==> config.mk <==
export PLATFORM = sky130hd
export DESIGN_NAME = piso_encoder
export DESIGN_NICKNAME = d
export VERILOG_FILES = /design/src/rtl/piso_encoder_pkg.sv /design/src/rtl/piso_encoder_frame_counter.sv /design/src/rtl/piso_encoder.sv
export SDC_FILE = /design/constraint.sdc
export NUM_CORES = 1
export LEC_CHECK = 0
export CORE_UTILIZATION = 30
export CTS_CLUSTER_DIAMETER = 200
export DETAILED_ROUTE_END_ITERATION = 7
export REMOVE_ABC_BUFFERS = 1
export SLEW_MARGIN = 20
export SYNTH_ARGS = -nofsm -noshare
export SYNTH_HDL_FRONTEND = slang
export SYNTH_SLANG_ARGS = --single-unit
==> constraint.sdc <==
create_clock -name clock -period 1.7 [get_ports clock]
set_input_delay 0.17 -clock clock [delete_from_list [all_inputs] [get_ports clock]]
set_output_delay 0.17 -clock clock [all_outputs]
set_load 0.01 [all_outputs]
==> src/rtl/piso_encoder_pkg.sv <==
// Shared definitions for the PISO transmitter and its SIPO peer.
package piso_encoder_pkg;

  localparam int DATA_WIDTH_DEF = 8;
  localparam int GAP_CYCLES_DEF = 1;

  // Bit order on the wire; the SIPO receiver assumes the same convention.
  localparam bit LSB_FIRST = 1'b1;

  typedef enum logic [1:0] {
    ST_IDLE  = 2'd0,
    ST_SHIFT = 2'd1,
    ST_GAP   = 2'd2
  } state_e;

  // Counter width for a mod-n counter (at least one bit).
  function automatic int cnt_w(input int n);
    return (n <= 2) ? 1 : $clog2(n);
  endfunction

endpackage

==> src/rtl/piso_encoder_frame_counter.sv <==
// Mod-N up-counter with synchronous active-low clear, enable and terminal count.
module frame_counter
  import piso_encoder_pkg::*;
#(
  parameter int N = 8
) (
  input  logic clk_i,
  input  logic clr_n_i,
  input  logic en_i,
  output logic tc_o
);

  localparam int W = cnt_w(N);

  logic [W-1:0] cnt_q;

  assign tc_o = (cnt_q == W'(N - 1));

  // Count on enable and wrap to zero after the terminal value.
  always_ff @(posedge clk_i) begin
    if (!clr_n_i)  cnt_q <= '0;
    else if (en_i) cnt_q <= tc_o ? '0 : cnt_q + W'(1);
  end

endmodule

==> src/rtl/piso_encoder.sv <==
// Parallel-in/serial-out transmitter: skid buffer, shift FSM, idle gap.
module piso_encoder
  import piso_encoder_pkg::*;
#(
  parameter int DATA_WIDTH = DATA_WIDTH_DEF,
  parameter int GAP_CYCLES = GAP_CYCLES_DEF
) (
  input  logic                  clock,
  input  logic                  resetN,
  input  logic [DATA_WIDTH-1:0] dataIn,
  input  logic                  dataValid,
  output logic                  dataReady,
  output logic                  serialOut,
  output logic                  frameStart,
  output logic                  busy
);

  // The gap counter still needs a legal modulus when no gap is configured.
  localparam int GAP_N = (GAP_CYCLES < 1) ? 1 : GAP_CYCLES;

  state_e                state_q;
  logic [DATA_WIDTH-1:0] shift_q;
  logic [DATA_WIDTH-1:0] hold_q;
  logic                  hold_full_q;
  logic                  serial_q;
  logic                  frame_start_q;

  logic                  accept;
  logic                  reload;
  logic                  bit_tc;
  logic                  gap_tc;
  logic                  first_bit;
  logic                  next_bit;
  logic [DATA_WIDTH-1:0] shift_d;

  assign dataReady  = resetN && !hold_full_q;
  assign accept     = dataValid && dataReady;
  assign busy       = (state_q != ST_IDLE) || hold_full_q;
  assign serialOut  = serial_q;
  assign frameStart = frame_start_q;

  // Bit-order dependent taps: the bit that goes out first, and the one after the current.
  assign first_bit = LSB_FIRST ? hold_q[0]  : hold_q[DATA_WIDTH-1];
  assign next_bit  = LSB_FIRST ? shift_q[1] : shift_q[DATA_WIDTH-2];
  assign shift_d   = LSB_FIRST ? (shift_q >> 1) : (shift_q << 1);

  // Both counters wrap on their own terminal count, so reset is the only clear needed.
  frame_counter #(.N(DATA_WIDTH)) u_bit_cnt (
    .clk_i   (clock),
    .clr_n_i (resetN),
    .en_i    (state_q == ST_SHIFT),
    .tc_o    (bit_tc)
  );

  frame_counter #(.N(GAP_N)) u_gap_cnt (
    .clk_i   (clock),
    .clr_n_i (resetN),
    .en_i    (state_q == ST_GAP),
    .tc_o    (gap_tc)
  );

  // A frame may start from IDLE, straight after the last bit when there is no gap, or at gap end.
  always_comb begin
    reload = 1'b0;
    case (state_q)
      ST_IDLE:  reload = hold_full_q;
      ST_SHIFT: reload = bit_tc && (GAP_CYCLES == 0) && hold_full_q;
      ST_GAP:   reload = gap_tc && hold_full_q;
      default:  reload = 1'b0;
    endcase
  end

  // Transmit FSM with holding buffer and registered serial outputs.
  always_ff @(posedge clock) begin
    if (!resetN) begin
      state_q       <= ST_IDLE;
      shift_q       <= '0;
      hold_q        <= '0;
      hold_full_q   <= 1'b0;
      serial_q      <= 1'b0;
      frame_start_q <= 1'b0;
    end else begin
      if (accept) hold_q <= dataIn;
      // Accept wins over reload so a byte arriving on a reload edge is kept.
      if (accept)      hold_full_q <= 1'b1;
      else if (reload) hold_full_q <= 1'b0;

      frame_start_q <= 1'b0;
      if (reload) begin
        state_q       <= ST_SHIFT;
        shift_q       <= hold_q;
        serial_q      <= first_bit;
        frame_start_q <= 1'b1;
      end else begin
        case (state_q)
          ST_SHIFT: begin
            if (bit_tc) begin
              state_q  <= (GAP_CYCLES == 0) ? ST_IDLE : ST_GAP;
              serial_q <= 1'b0;
            end else begin
              shift_q  <= shift_d;
              serial_q <= next_bit;
            end
          end
          ST_GAP: begin
            if (gap_tc) state_q <= ST_IDLE;
            serial_q <= 1'b0;
          end
          default: begin
            state_q  <= ST_IDLE;
            serial_q <= 1'b0;
          end
        endcase
      end
    end
  end

endmodule

==> reports/qor.txt <==
FILL cells: 290
Final TNS setup: 0 ns
Area contributors post-synth: dfxtp_1 (52%), a21oi_1 (13%), nand2_1 (10%), o21ai_0 (3.4%), ha_1 (2.8%)
Crit path required time: 1.53 ns
Max-slew violation count: 0
Count of cell types in the netlist: 23
CTS Hold Bufs: 0
Pleak: 0.426 nW
Area of the core: 2780 sq um
Drt drc: 0
Critical Path End Type: primary output
Register area: 462 sq um
Number of I/O port buffers: 14
Worst skew pair latency: 0.30 ns
Yosys reg bits: 23
Multi-input logic area: 395 sq um
Largest net degree at the start of global routing: 17
Final #Nets: 135
Status: completed
DR pass1 iterations: 4
Horiz. Die Dim: 56.5 microns
Row count: 19
Clock skew: 0.00265 ns
GR Overflow Total: 0
Clock share of power: 25.3%
HP Class: input port to register
Die footprint: 3190 sq um
Worst Path Max Fanout: 2
Layout cells sized above 1: 9.92%
Max rail drop VDD: 0.000527 V
Area growth syn-to-layout: 23.0%
RSZ-0062 raised after global routing: false
Worst Setup Path Type: input port to primary output
Top FF cell, synth: dfxtp_1
Reg2Reg Setup Slack: 0.16 ns
WL met2: 797 microns
Max-cap violations: 0
Power Density: 887 nW/um^2
Sequential share of power: 60.7%
Routed wire length per instance: 11.0 microns
Antenna Cells: 0
Post-synth EDFFs: 0
Number of global-route vias before repair: 702
Post-CTS Resized: 2
Final Power: 0.000972 W
WL final: 1670 microns
FMAX: 633 MHz
Post-synth ARST share: 0%
Pint: 0.000728 W
I/O pin total: 15
Synthesis Warnings: 0
Register area share after synthesis: 51.7%
Final setup violation count: 0
Initial antenna violation count: 0
Root Buffer: clkbuf_4
Post-synth top cells: nand2_1 (24), a21oi_1 (23), dfxtp_1 (23)
Cells after synthesis: 105
Crit share post-route: 92.9%
Routed Antenna Nets: 0
Cell Area, Synth: 891 sq um
Syn_area_per_cell: 8.48 sq um
Max H-tree Level: 1
Yosys top cell area share: 51.7%
Fin crit period: 1.58 ns
CP Launch Type: input port
CTS tree: yes
Most numerous cell in the Yosys netlist: nand2_1
Sw power: 0.000244 W
Setup bufs post-CTS: 0
Final Hold Viols: 0
Final Wtd Congestion: 0.767
Switching Share: 25.1%
Worst slew margin: 70.3%
Initial Util: 32.0%
Total track usage: 12.1%
DR top layer: met4
Metal-1 WL: 799 microns
Initial DRC count: 18
Least-Margin Pin Slew: 0.444 ns
Chip height: 56.5 microns
Post-synth top area cell: dfxtp_1
Met3 Wirelength: 58 microns
Vias per cell: 4.68
Detailed Place HPWL: 1260 microns
Global-route wire length before repair: 2980 microns
Num Clock Sinks: 23
CTS buffer count: 3
Clock Tree Buf Depth: 2
Comb pwr share: 14.0%
Crit path DAT: 1.41 ns
CTS clk-pin slew, worst paths: 0.12 ns
Total via count in the routed design: 711
==> layout by cell type, fill, tap and decap left out <==
cell	instances
clkdlybuf4s50_1	13
nand2_1	24
o21ai_0	6
ha_1	2
dfxtp_2	1
dfxtp_1	22
mux2i_1	2
clkbuf_4	3
nor2_2	1
a22oi_1	1
dlygate4sd2_1	1
clkinv_1	1
nor3b_2	1
a21oi_1	23
nor2b_1	2
mux2_2	1
nand3_1	1
or3b_1	1
clkinv_2	1
nor2_1	5
nand2b_1	2
buf_4	4
or3_1	1
and3_1	1
and2b_1	1
==> power groups by stage <==
stage               registers (W)  clock network, W  logic [W]
floorplan                0.000596                 0  0.0000769
global placement         0.000600                 0   0.000137
detailed placement       0.000601                 0   0.000139
CTS                      0.000590          0.000257   0.000137
global route             0.000594          0.000279   0.000154
finish                   0.000590          0.000246   0.000136
==> kinds of logic (layout without fill, tap and decap cells) <==
kind of cell	count (synthesis)	after routing	share of synthesized area, %
adders and majority gates	2	2	2.81
and+or+nand+nor	40	40	20.9
muxes	3	3	3.51
AOI/OAI and AO/OA	30	30	17.1
buffers and inverters	7	23	3.93
DFF	23	23	51.7
==> state kept, by name, summed over array words and instances (netlist names) <==
register and cells:
frameStart 1, hold_full_q 1, hold_q 8, serialOut 1
shift_q 7, state_q 2, u_bit_cnt.cnt_q 3
==> critical path, cell delays in order <==
cell and delay (ns):
clkdlybuf4s50_1 0.50, clkinv_1 0.10, nor2_1 0.10, clkdlybuf4s50_1 0.54
==> per-layer routing <==
metal | vias up | GRT usage [%]
li1 | 385 | -
met1 | 312 | 13.3
met2 | 12 | 20.5
met3 | 2 | 2.76
met4 | 0 | 8.36
met5 | - | 0
==> worst paths after layout <==
check,start,to,cells after the start
hold / removal,dataIn[3],hold_q[3]$_SDFFE_PN0P_,3
setup reg to reg,u_bit_cnt.cnt_q[0]$_SDFFE_PN0P_,shift_q[7]$_SDFFE_PN0P_,6
hold reg to reg,shift_q[5]$_SDFFE_PN0P_,shift_q[5]$_SDFFE_PN0P_,2
setup / recovery,resetN,dataReady,4
==> layout make-up <==
class / instances / area share, %
repair buffers: 18 / 15.4
clock buffers: 3 / 2.05
clock inverters: 1 / 0.457
flip-flops and latches: 23 / 42.1
well taps: 31 / 3.54
multi-input cells: 75 / 36.1
inverters: 1 / 0.342
==> per-stage QoR <==
| stage | setup slack [ns] | cells | hold slack, ns | util (%) | cell area, sq um |
|---|---|---|---|---|---|
| 5_1_grt | 0.0315 | 152 | 0.389 | 39.4 | 1100 |
| 3_3_place_gp | 0.101 | 148 | 0.441 | 38.4 | 1070 |
| 2_1_floorplan | 0.139 | 99 | 0.306 | - | 860 |
| 3_5_place_dp | 0.122 | 148 | 0.444 | 38.4 | 1070 |
| 4_1_cts | 0.104 | 152 | 0.385 | 39.4 | 1100 |
| 6_report | 0.121 | 152 | 0.396 | 39.4 | 1100 |
(Power assumes the default switching activity.)
